==> src/rtl/color_pkg.sv <==
// Colour codes shared between the classifier and the face-scan/solver logic.
package color_pkg;

    typedef logic [2:0] color_t;

    localparam color_t COL_W       = 3'd0;
    localparam color_t COL_O       = 3'd1;
    localparam color_t COL_G       = 3'd2;
    localparam color_t COL_R       = 3'd3;
    localparam color_t COL_B       = 3'd4;
    localparam color_t COL_Y       = 3'd5;
    localparam color_t COL_UNKNOWN = 3'd7;

endpackage

==> src/rtl/color_classifier_if.sv <==
// Sensor sample input and classified colour output bundle.
interface color_classifier_if #(
    parameter int CW = 8
);
    import color_pkg::*;

    logic          sample_valid;
    logic [CW-1:0] red;
    logic [CW-1:0] green;
    logic [CW-1:0] blue;

    color_t        color;
    logic          color_valid;
    logic          color_stable;
    color_t        raw_color;
    logic          raw_valid;

    // Sensor side / consumer side
    modport master (
        output sample_valid, red, green, blue,
        input  color, color_valid, color_stable, raw_color, raw_valid
    );

    // Classifier side
    modport slave (
        input  sample_valid, red, green, blue,
        output color, color_valid, color_stable, raw_color, raw_valid
    );

endinterface

==> src/rtl/color_classify.sv <==
// Registered per-frame classification of averaged RGB into a colour code.
module color_classify
    import color_pkg::*;
#(
    parameter int CW        = 8,
    parameter int WHITE_MIN = 160,
    parameter int DARK_MAX  = 40,
    parameter int YEL_DELTA = 40,
    parameter int ORG_DELTA = 110
) (
    input  logic          i_clock,
    input  logic          i_reset,
    input  logic          i_clear,
    input  logic [CW-1:0] i_avg_r,
    input  logic [CW-1:0] i_avg_g,
    input  logic [CW-1:0] i_avg_b,
    input  logic          i_avg_valid,
    output color_t        o_raw_color,
    output logic          o_raw_valid
);

    localparam logic [CW-1:0] L_WHITE = CW'(WHITE_MIN);
    localparam logic [CW-1:0] L_DARK  = CW'(DARK_MAX);
    localparam logic [CW-1:0] L_YEL   = CW'(YEL_DELTA);
    localparam logic [CW-1:0] L_ORG   = CW'(ORG_DELTA);

    logic [CW-1:0] w_max_rg;
    logic [CW-1:0] w_min_rg;
    logic [CW-1:0] w_max;
    logic [CW-1:0] w_min;
    logic [CW-1:0] w_r_minus_g;
    color_t        w_class;
    color_t        r_raw_color;
    logic          r_raw_valid;

    assign w_max_rg    = (i_avg_r > i_avg_g) ? i_avg_r : i_avg_g;
    assign w_min_rg    = (i_avg_r < i_avg_g) ? i_avg_r : i_avg_g;
    assign w_max       = (w_max_rg > i_avg_b) ? w_max_rg : i_avg_b;
    assign w_min       = (w_min_rg < i_avg_b) ? w_min_rg : i_avg_b;
    // Only consulted on the red-dominant branch where r >= g, so no wrap.
    assign w_r_minus_g = i_avg_r - i_avg_g;

    // Priority-ordered classification rules, first match wins
    always_comb begin
        w_class = COL_R;
        if (w_min >= L_WHITE) begin
            w_class = COL_W;
        end else if (w_max < L_DARK) begin
            w_class = COL_UNKNOWN;
        end else if ((i_avg_b > i_avg_r) && (i_avg_b > i_avg_g)) begin
            w_class = COL_B;
        end else if ((i_avg_g > i_avg_r) && (i_avg_g >= i_avg_b)) begin
            w_class = COL_G;
        end else if (w_r_minus_g <= L_YEL) begin
            w_class = COL_Y;
        end else if (w_r_minus_g <= L_ORG) begin
            w_class = COL_O;
        end else begin
            w_class = COL_R;
        end
    end

    // Register the classification; clear kills a frame about to land here
    always_ff @(posedge i_clock) begin
        if (i_reset) begin
            r_raw_color <= COL_UNKNOWN;
            r_raw_valid <= 1'b0;
        end else if (i_clear) begin
            r_raw_valid <= 1'b0;
        end else begin
            r_raw_valid <= i_avg_valid;
            if (i_avg_valid) begin
                r_raw_color <= w_class;
            end
        end
    end

    assign o_raw_color = r_raw_color;
    assign o_raw_valid = r_raw_valid;

endmodule

==> src/rtl/color_classifier.sv <==
// Frame-averaging colour classifier with a consecutive-frame stability filter.
module color_classifier
    import color_pkg::*;
#(
    parameter int CW           = 8,
    parameter int LOG_SAMPLES  = 2,
    parameter int STABLE_COUNT = 3,
    parameter int WHITE_MIN    = 160,
    parameter int DARK_MAX     = 40,
    parameter int YEL_DELTA    = 40,
    parameter int ORG_DELTA    = 110
) (
    input  logic          i_clock,
    input  logic          i_reset,
    input  logic          i_clear,
    color_classifier_if.slave io_bus
);

    localparam int                     AW       = CW + LOG_SAMPLES;
    localparam logic [LOG_SAMPLES-1:0] LAST_IDX = '1;
    localparam logic [3:0]             RUN_MAX  = 4'(STABLE_COUNT);

    // Accumulation
    logic [LOG_SAMPLES-1:0] r_cnt;
    logic [AW-1:0]          r_acc_r, r_acc_g, r_acc_b;
    logic [AW-1:0]          w_nxt_r, w_nxt_g, w_nxt_b;
    logic [AW-1:0]          r_sum_r, r_sum_g, r_sum_b;
    logic                   r_sum_vld;

    // Stage A
    logic [CW-1:0]          r_avg_r, r_avg_g, r_avg_b;
    logic                   r_avg_vld;

    // Stage B
    color_t                 w_raw_color;
    logic                   w_raw_valid;

    // Stage C
    logic [3:0]             r_run;
    logic [3:0]             w_run_nxt;
    color_t                 r_last_raw;
    color_t                 r_color;
    logic                   r_color_valid;
    logic                   r_color_stable;

    assign w_nxt_r = r_acc_r + AW'(io_bus.red);
    assign w_nxt_g = r_acc_g + AW'(io_bus.green);
    assign w_nxt_b = r_acc_b + AW'(io_bus.blue);

    // Sum samples; the final sample of a frame goes straight into the latched
    // sums so the next frame can start on the following cycle
    always_ff @(posedge i_clock) begin
        if (i_reset || i_clear) begin
            r_cnt     <= '0;
            r_acc_r   <= '0;
            r_acc_g   <= '0;
            r_acc_b   <= '0;
            r_sum_r   <= '0;
            r_sum_g   <= '0;
            r_sum_b   <= '0;
            r_sum_vld <= 1'b0;
        end else begin
            r_sum_vld <= 1'b0;
            if (io_bus.sample_valid) begin
                if (r_cnt == LAST_IDX) begin
                    r_sum_r   <= w_nxt_r;
                    r_sum_g   <= w_nxt_g;
                    r_sum_b   <= w_nxt_b;
                    r_sum_vld <= 1'b1;
                    r_acc_r   <= '0;
                    r_acc_g   <= '0;
                    r_acc_b   <= '0;
                    r_cnt     <= '0;
                end else begin
                    r_acc_r   <= w_nxt_r;
                    r_acc_g   <= w_nxt_g;
                    r_acc_b   <= w_nxt_b;
                    r_cnt     <= r_cnt + 1'b1;
                end
            end
        end
    end

    // Stage A: truncating average of the latched frame sums
    always_ff @(posedge i_clock) begin
        if (i_reset || i_clear) begin
            r_avg_r   <= '0;
            r_avg_g   <= '0;
            r_avg_b   <= '0;
            r_avg_vld <= 1'b0;
        end else begin
            r_avg_vld <= r_sum_vld;
            if (r_sum_vld) begin
                r_avg_r <= CW'(r_sum_r >> LOG_SAMPLES);
                r_avg_g <= CW'(r_sum_g >> LOG_SAMPLES);
                r_avg_b <= CW'(r_sum_b >> LOG_SAMPLES);
            end
        end
    end

    color_classify #(
        .CW        (CW),
        .WHITE_MIN (WHITE_MIN),
        .DARK_MAX  (DARK_MAX),
        .YEL_DELTA (YEL_DELTA),
        .ORG_DELTA (ORG_DELTA)
    ) u_classify (
        .i_clock     (i_clock),
        .i_reset     (i_reset),
        .i_clear     (i_clear),
        .i_avg_r     (r_avg_r),
        .i_avg_g     (r_avg_g),
        .i_avg_b     (r_avg_b),
        .i_avg_valid (r_avg_vld),
        .o_raw_color (w_raw_color),
        .o_raw_valid (w_raw_valid)
    );

    // Run length of identical frames, saturating at the publish threshold
    always_comb begin
        w_run_nxt = 4'd1;
        if (w_raw_color == r_last_raw) begin
            w_run_nxt = (r_run >= RUN_MAX) ? RUN_MAX : r_run + 4'd1;
        end
    end

    // Stage C: stability filter; publishes once per newly stable colour
    always_ff @(posedge i_clock) begin
        if (i_reset) begin
            r_run          <= '0;
            r_last_raw     <= '0;
            r_color        <= COL_UNKNOWN;
            r_color_valid  <= 1'b0;
            r_color_stable <= 1'b0;
        end else if (i_clear) begin
            r_run          <= '0;
            r_last_raw     <= '0;
            r_color_valid  <= 1'b0;
            r_color_stable <= 1'b0;
        end else begin
            r_color_valid <= 1'b0;
            if (w_raw_valid) begin
                r_last_raw <= w_raw_color;
                if (w_raw_color == COL_UNKNOWN) begin
                    r_run          <= '0;
                    r_color_stable <= 1'b0;
                end else begin
                    r_run <= w_run_nxt;
                    if ((w_run_nxt == RUN_MAX) &&
                        ((r_color != w_raw_color) || !r_color_stable)) begin
                        r_color        <= w_raw_color;
                        r_color_stable <= 1'b1;
                        r_color_valid  <= 1'b1;
                    end else if (w_raw_color != r_color) begin
                        r_color_stable <= 1'b0;
                    end
                end
            end
        end
    end

    assign io_bus.color        = r_color;
    assign io_bus.color_valid  = r_color_valid;
    assign io_bus.color_stable = r_color_stable;
    assign io_bus.raw_color    = w_raw_color;
    assign io_bus.raw_valid    = w_raw_valid;

endmodule

==> src/flat_wrapper.sv <==
// flat-port wrapper written by rule: the top's interface ports become plain ports
module color_classifier_flat import color_pkg::*;
#(
    parameter int CW           = 8,
    parameter int LOG_SAMPLES  = 2,
    parameter int STABLE_COUNT = 3,
    parameter int WHITE_MIN    = 160,
    parameter int DARK_MAX     = 40,
    parameter int YEL_DELTA    = 40,
    parameter int ORG_DELTA    = 110
)
  (i_clock, i_reset, i_clear, io_bus_sample_valid, io_bus_red, io_bus_green, io_bus_blue, io_bus_color, io_bus_color_valid, io_bus_color_stable, io_bus_raw_color, io_bus_raw_valid);
  color_classifier_if #(.CW(CW)) io_bus_i ();
  input  logic i_clock;
  input  logic i_reset;
  input  logic i_clear;
  input wire logic [$bits(io_bus_i.sample_valid)-1:0] io_bus_sample_valid;
  input wire logic [$bits(io_bus_i.red)-1:0] io_bus_red;
  input wire logic [$bits(io_bus_i.green)-1:0] io_bus_green;
  input wire logic [$bits(io_bus_i.blue)-1:0] io_bus_blue;
  output wire logic [$bits(io_bus_i.color)-1:0] io_bus_color;
  output wire logic [$bits(io_bus_i.color_valid)-1:0] io_bus_color_valid;
  output wire logic [$bits(io_bus_i.color_stable)-1:0] io_bus_color_stable;
  output wire logic [$bits(io_bus_i.raw_color)-1:0] io_bus_raw_color;
  output wire logic [$bits(io_bus_i.raw_valid)-1:0] io_bus_raw_valid;
  assign io_bus_i.sample_valid = io_bus_sample_valid;
  assign io_bus_i.red = io_bus_red;
  assign io_bus_i.green = io_bus_green;
  assign io_bus_i.blue = io_bus_blue;
  assign io_bus_color = io_bus_i.color;
  assign io_bus_color_valid = io_bus_i.color_valid;
  assign io_bus_color_stable = io_bus_i.color_stable;
  assign io_bus_raw_color = io_bus_i.raw_color;
  assign io_bus_raw_valid = io_bus_i.raw_valid;
  color_classifier #(.CW(CW), .LOG_SAMPLES(LOG_SAMPLES), .STABLE_COUNT(STABLE_COUNT), .WHITE_MIN(WHITE_MIN), .DARK_MAX(DARK_MAX), .YEL_DELTA(YEL_DELTA), .ORG_DELTA(ORG_DELTA)) u_core (.i_clock(i_clock), .i_reset(i_reset), .i_clear(i_clear), .io_bus(io_bus_i));
endmodule
==> config.mk <==
export PLATFORM = sky130hd
export DESIGN_NAME = color_classifier_flat
export DESIGN_NICKNAME = d
export VERILOG_FILES = /design/src/rtl/color_pkg.sv /design/src/rtl/color_classifier_if.sv /design/src/rtl/color_classify.sv /design/src/rtl/color_classifier.sv /design/src/flat_wrapper.sv
export SDC_FILE = /design/constraint.sdc
export NUM_CORES = 1
export LEC_CHECK = 0
export ABC_AREA = 1
export CORE_AREA = 2 2 134 136
export DETAILED_ROUTE_END_ITERATION = 7
export DIE_AREA = 0 0 136 138
export PLACE_DENSITY = 0.62
export SLEW_MARGIN = 20
export SYNTH_ARGS = -nofsm -noshare
export SYNTH_HDL_FRONTEND = slang
export SYNTH_HIERARCHICAL = 1
export SYNTH_SLANG_ARGS = --single-unit
==> constraint.sdc <==
create_clock -name i_clock -period 3.74 [get_ports i_clock]
set_clock_uncertainty 0.1 [all_clocks]
set_input_delay 0.748 -clock i_clock [delete_from_list [all_inputs] [get_ports i_clock]]
set_output_delay 0.748 -clock i_clock [all_outputs]
set_load 0.05 [all_outputs]
* After elaboration in Yosys (flattened, before gate mapping)
Cells that the tools add are included.
Storage, ports and cells: bits in registers 104, bits of input ports 28, output and inout port bits 9, word-level logic and storage cells 84
Operators by class: add/sub/neg operators 6, order comparisons 13, equality and inequality tests 6, muxes and demuxes 22, bitwise logic cells 4, reductions and logical operators 14
Operators with widths (count):
- $gt A8 B8 Y1 | 5
- $mux W8 | 4
- $add A10 B8 Y10 | 3
- $mux W10 | 3
- $lt A8 B8 Y1 | 2
- $mux W3 | 5
- $mux W4 | 3
- $ge A8 B8 Y1 | 1
- $ge A8 B8 Y1 const B | 1
- $le A8 B6 Y1 const B | 1
- $le A8 B7 Y1 const B | 1
- $lt A8 B6 Y1 const B | 1
- $sub A8 B8 Y8 | 1
- $ne A3 B3 Y1 | 2
- $reduce_and A2 Y1 | 3
- $mux W1 | 5
- $add A4 B1 Y4 const B | 1
- $eq A4 B2 Y1 const B | 1
- $ge A4 B2 Y1 const B | 1
- $mux W2 | 2
- $not A1 Y1 | 4
- $reduce_and A4 Y1 | 1
- $reduce_or A2 Y1 | 2
- $reduce_or A4 Y1 | 1
- other kinds (8) | 11

* Logic depth before layout (Yosys ltp)
word-level depth 8, depth in mapped cells 25, gate-level depth less buffers 24

* Cells and area by module
Netlist, hierarchy kept.
Modules (own cells, without submodules):
- color_classifier | instances 1, cells an instance 701, area an instance 4880.9 um^2, seq. area each 1881.8 um^2
- color_classify | instances 1, cells an instance 278, area an instance 1721.7 um^2, seq. area each 80.1 um^2

* Worst setup path after synthesis
OpenSTA, ideal clock, no wires.
path kind reg2reg, start register u_core.r_avg_r[0], end register u_core.u_classify.r_raw_color[2], in the netlist u_core/u_classify/o_raw_color[2], setup time 116 ps, arrival 2674 ps, data required time 3524 ps, setup slack 850 ps, stages on the path, launching flop included 23, path buffers 1, period minus slack after synthesis 2890 ps, cells stage by stage dfxtp_1 > inv_1 > ha_1 > inv_1 > fa_1 > nand3_1 > nand2_1 > nand2_2 > nand2_2 > nand2_2 > buf_6 > nand2_1 > nand2_1 > inv_1 > ha_1 > nand2_1 > o21ai_0 > nand2_1 > a21oi_1 > nand3b_1 > nand4_1 > nand4_1 > nand2_1
Between the ends: word-level cells in the longest chain between the ends 7, elaborated cells on any way between the ends 21, those cells by class 1 x add/sub; 9 x order compare; 9 x mux; 2 x reduce/logical
RTL lines:
- from (decl) | RTL line color_classifier.sv:31 | logic [CW-1:0] r_avg_r, r_avg_g, r_avg_b;
- from (signal assigned) | RTL line color_classifier.sv:94 | r_avg_r <= CW'(r_sum_r >> LOG_SAMPLES);
- $gt A8 B8 Y1 or $sub A8 B8 Y8 (tied branches) | RTL line color_classify.sv:36, color_classify.sv:41
- $mux W8 or $le A8 B6 Y1 (tied branches) | RTL line color_classify.sv:36, color_classify.sv:54
- $gt A8 B8 Y1 or $mux W3 (tied branches) | RTL line color_classify.sv:38, color_classify.sv:54
- $mux W8 or $mux W3 (tied branches) | RTL line color_classify.sv:38, color_classify.sv:52
- $lt A8 B6 Y1 or $mux W3 (tied branches) | RTL line color_classify.sv:48, color_classify.sv:50
- $mux W3 | RTL line color_classify.sv:48 | end else if (w_max < L_DARK) begin
- $mux W3 * | RTL line color_classify.sv:46 | if (w_min >= L_WHITE) begin
- to (signal assigned) | RTL line color_classify.sv:73 | r_raw_color <= w_class;
- to (decl) | RTL line color_classify.sv:33 | color_t r_raw_color;
Every way passes the cells marked *; elsewhere a longest branch is shown, timed or not. A chain may end at the register's enable or synchronous reset.

* Worst setup path in the final report
Ends and elaborated chain as after synthesis.

==> results.sh <==
export IMPL_status="finished clean"
export IMPL_synth_cell_area_um2=6600
export IMPL_synth_enable_flop_cells=0
export IMPL_fin_hold_ws_ns=0.350
export IMPL_floorplan_io_pins=37
export IMPL_critPathLaunch="u_core/r_avg_r[0]$_SDFFE_PP0P_"
export IMPL_ratio_of_final_minimum_period_to_clock_period=0.879
export IMPL_drt_pass_1_iters=5
export IMPL_critical_path_class="register to register"
export IMPL_yosys_most_used_dff="sky130_fd_sc_hd__dfxtp_1"
export IMPL_detailed_route_iter0_violations=224
export IMPL_wirelength_um=14900
export IMPL_grt_overflow=0
export IMPL_finalInstanceArea_um2=7450
export IMPL_clockRootBuffer="sky130_fd_sc_hd__clkbuf_16"
export IMPL_flop_and_latch_count_out_of_synthesis=98
export IMPL_cts_made_buffers=9
export IMPL_crit_path_end_kind="register"
export IMPL_finalCriticalPeriod_ns=3.29
export IMPL_grt_usage=0.163
export IMPL_synth_area_leaders="sky130_fd_sc_hd__dfxtp_1, sky130_fd_sc_hd__nand2_1, sky130_fd_sc_hd__ha_1"
export IMPL_die_outline_area_um2=18800
export IMPL_place_detailed_hpwl_um=11100
export IMPL_cts_resized=0
export IMPL_cts_tree="done"
export IMPL_worst_path_largest_cell_delay_ns=0.40
export IMPL_routed_wire_length_per_instance_um=12.0
export IMPL_post_route_cells_drive_above_1_share=0.0634
export IMPL_maxCapViolations=0
export IMPL_diode_count=0
export IMPL_clk_latency_ns=0.35
export IMPL_via_count=5994
export IMPL_async_flop_share=0
export IMPL_cts_hold_fix_buffers=0
export IMPL_final_max_slew_violation_count=0
export IMPL_crit_path_max_fanout=13
export IMPL_netlist_instances=979
export IMPL_worstPathArrival_ns=3.44
export IMPL_holdCritPathClass="register to register"
export IMPL_post_dp_cell_area_um2=7160
export IMPL_clkSinkCount=98
export IMPL_crit_path_start_kind="register"
export IMPL_netlist_cell_type_count=40
export IMPL_final_instance_count_excl_fill=1239
export IMPL_vias_per_cell=4.84
export IMPL_critical_path_buf_inv_count=2
export IMPL_finish_net_count=1102
export IMPL_gp_congestion=0.866
export IMPL_worst_setup_hold_path_clk_slew_ns=0.07
export IMPL_cts_setup_buffers=0
export IMPL_timing_hold_violations_final=0
export IMPL_slew_limit_headroom=0.547
export IMPL_drtAntennaViolNets=0
export IMPL_share_of_the_yosys_chip_area_belonging_to_registers=0.297
export IMPL_first_global_vias=5579
export IMPL_die_w_um=136
export IMPL_final_report_setup_violation_count=0
export IMPL_setup_tns_final_ns=0
export IMPL_timing_limited_maximum_frequency_mhz=304
export IMPL_crit_reg2reg_launch="u_core/r_avg_r[0]$_SDFFE_PP0P_"
export IMPL_row_count=49
export IMPL_fillCellCount=1881
export IMPL_synthesized_netlist_net_count=1076
export IMPL_grt_antenna_before_repair=0
export IMPL_finish_utilization=0.425
export IMPL_die_height_um=138
export IMPL_h_tree_depth=3
export IMPL_synth_area_per_cell_um2=6.74
export IMPL_ir_drop_mv=0.198
export IMPL_critical_path_slowest_cell="sky130_fd_sc_hd__dfxtp_1"
export IMPL_synth_top_area_share=0.297
export IMPL_ys_warnings_count=6
export IMPL_post_route_drc_count=0
export IMPL_timing_critical_path_cells="inv_1 -> ha_1 -> inv_1 -> fa_1 -> nand3_1 -> nand2_1 -> nand2_2 -> nand2_2 -> nand2_2 -> o21ai_0 -> ha_1 -> nand2_1 -> nor2_1 -> nand3_1 -> nor2_1 -> a21oi_1 -> nand3b_1 -> nand4_1 -> nand4_1 -> nand2_1"
export IMPL_path_delay_family="simple AND/OR/NAND/NOR gates"
export IMPL_grt_start_max_net_pins=60
export IMPL_mostFrequentLayoutCell="sky130_fd_sc_hd__nand2_1"
export IMPL_grt_pass1_wl_um=25400
export IMPL_ctsLongestPathBuffers=2
export IMPL_core_area_um2=17500
export IMPL_worst_ep_required_time_ns=3.89
export IMPL_power_density_nw_per_um2=295
export IMPL_leakage_nw=3.52
export IMPL_placedCellCount=1223
export IMPL_worstMarginPinSlew_ns=0.679
export IMPL_most_common_layout_cells="sky130_fd_sc_hd__nand2_1, sky130_fd_sc_hd__inv_1, sky130_fd_sc_hd__dfxtp_1"
export IMPL_grt_setup_unrepaired="no"
export IMPL_io_buffer_count=36
export IMPL_area_growth_synth_to_final_pct=12.9
export IMPL_synth_area_leader_cell="sky130_fd_sc_hd__dfxtp_1"
export IMPL_hold_path_startpoint="u_core/r_run[2]$_SDFFE_PP0P_"
export IMPL_floorplan_initialDensity=0.377
flip-flops by register name, summed over array words and instances (netlist names), 2 cells and up:
name / cells
u_core/r_acc_g: 10
u_core/r_run: 4
u_core/r_acc_b: 10
u_core/r_sum_r: 8
u_core/r_cnt: 2
u_core/r_sum_g: 8
u_core/r_acc_r: 10
u_core/r_avg_g: 8
u_core/r_avg_b: 8
u_core/io_bus.color: 3
u_core/r_sum_b: 8
u_core/r_last_raw: 3
u_core/u_classify/o_raw_color: 3
u_core/r_avg_r: 8
area by class of cell:
cell class | count | area, µm² | share of cell area
clock inverter | 3 | 22.5 | 0.00302
tap | 229 | 287 | 0.0384
clock buffer | 13 | 270 | 0.0363
inverter | 127 | 477 | 0.0640
timing repair buffer | 43 | 413 | 0.0554
multi-input combinational | 726 | 4020 | 0.540
sequential | 98 | 1960 | 0.263
layer usage:
layer  GRT usage  vias up  routed length, µm
met5           0        -                  0
met4      0.0581        0                305
met3      0.0301       21                516
met2       0.261       77               6650
met1       0.219     2681               7410
li1            -     3215                  -
kinds of logic after synthesis:
| family | share of synthesized area |
|---|---|
| buffers and inverters | 0.0946 |
| AO/OA/AOI/OAI | 0.132 |
| AND/OR/NAND/NOR | 0.323 |
| flip-flops | 0.297 |
| adder cells (fa/ha/maj) | 0.135 |
| XOR/XNOR | 0.0172 |
stage by stage:
stage	power, mW	setup slack [ns]
5_1_grt	2.30	0.0351
3_3_place_gp	1.30	0.566
6_report	2.20	0.453
3_5_place_dp	1.30	0.466
2_1_floorplan	1.23	0.850
4_1_cts	2.23	0.459
synthesized netlist by cell type, types with 3 or more instances:
cell	count
sky130_fd_sc_hd__a21boi_1	3
sky130_fd_sc_hd__or2_1	6
sky130_fd_sc_hd__inv_2	8
sky130_fd_sc_hd__inv_1	119
sky130_fd_sc_hd__nand4_1	17
sky130_fd_sc_hd__or2_2	6
sky130_fd_sc_hd__nor2_2	3
sky130_fd_sc_hd__nand2_1	308
sky130_fd_sc_hd__nand2_2	11
sky130_fd_sc_hd__o21a_1	8
sky130_fd_sc_hd__o21bai_1	10
sky130_fd_sc_hd__a21oi_1	85
sky130_fd_sc_hd__clkbuf_1	16
sky130_fd_sc_hd__dfxtp_1	98
sky130_fd_sc_hd__xnor2_1	5
sky130_fd_sc_hd__ha_1	65
sky130_fd_sc_hd__xor2_1	8
sky130_fd_sc_hd__nand3_1	76
sky130_fd_sc_hd__fa_1	4
sky130_fd_sc_hd__nor2_1	48
sky130_fd_sc_hd__o21ai_1	16
sky130_fd_sc_hd__o21ai_0	18
sky130_fd_sc_hd__nand3b_1	8
sky130_fd_sc_hd__buf_2	7
final timing paths:
| path | endpoint | cells after the start | slack [ns] |
|---|---|---|---|
| hold / removal | u_core/r_run[2]$_SDFFE_PP0P_ | 2 | 0.35 |
| hold reg to reg | u_core/r_run[2]$_SDFFE_PP0P_ | 2 | 0.35 |
| setup / recovery | u_core/u_classify/o_raw_color[2]$_SDFFE_PP1P_ | 20 | 0.45 |
| setup reg to reg | u_core/u_classify/o_raw_color[2]$_SDFFE_PP1P_ | 20 | 0.45 |
power breakdown:
| group | total, mW | switching [mW] | internal (mW) |
|---|---|---|---|
| clock network | 0.921 | 0.414 | 0.507 |
| registers | 1.06 | 0.00707 | 1.06 |
| logic | 0.217 | 0.130 | 0.0868 |
worst reg2reg max path: cells and delay by family (launching register included):
kind	cells	cell delay [ns]
DFF	1	0.40
adders and majority gates	3	0.70
buffers and inverters	2	0.16
AOI/OAI and AO/OA	2	0.47
and+or+nand+nor	13	1.36
Note: power is estimated with default switching activity, not from simulation.
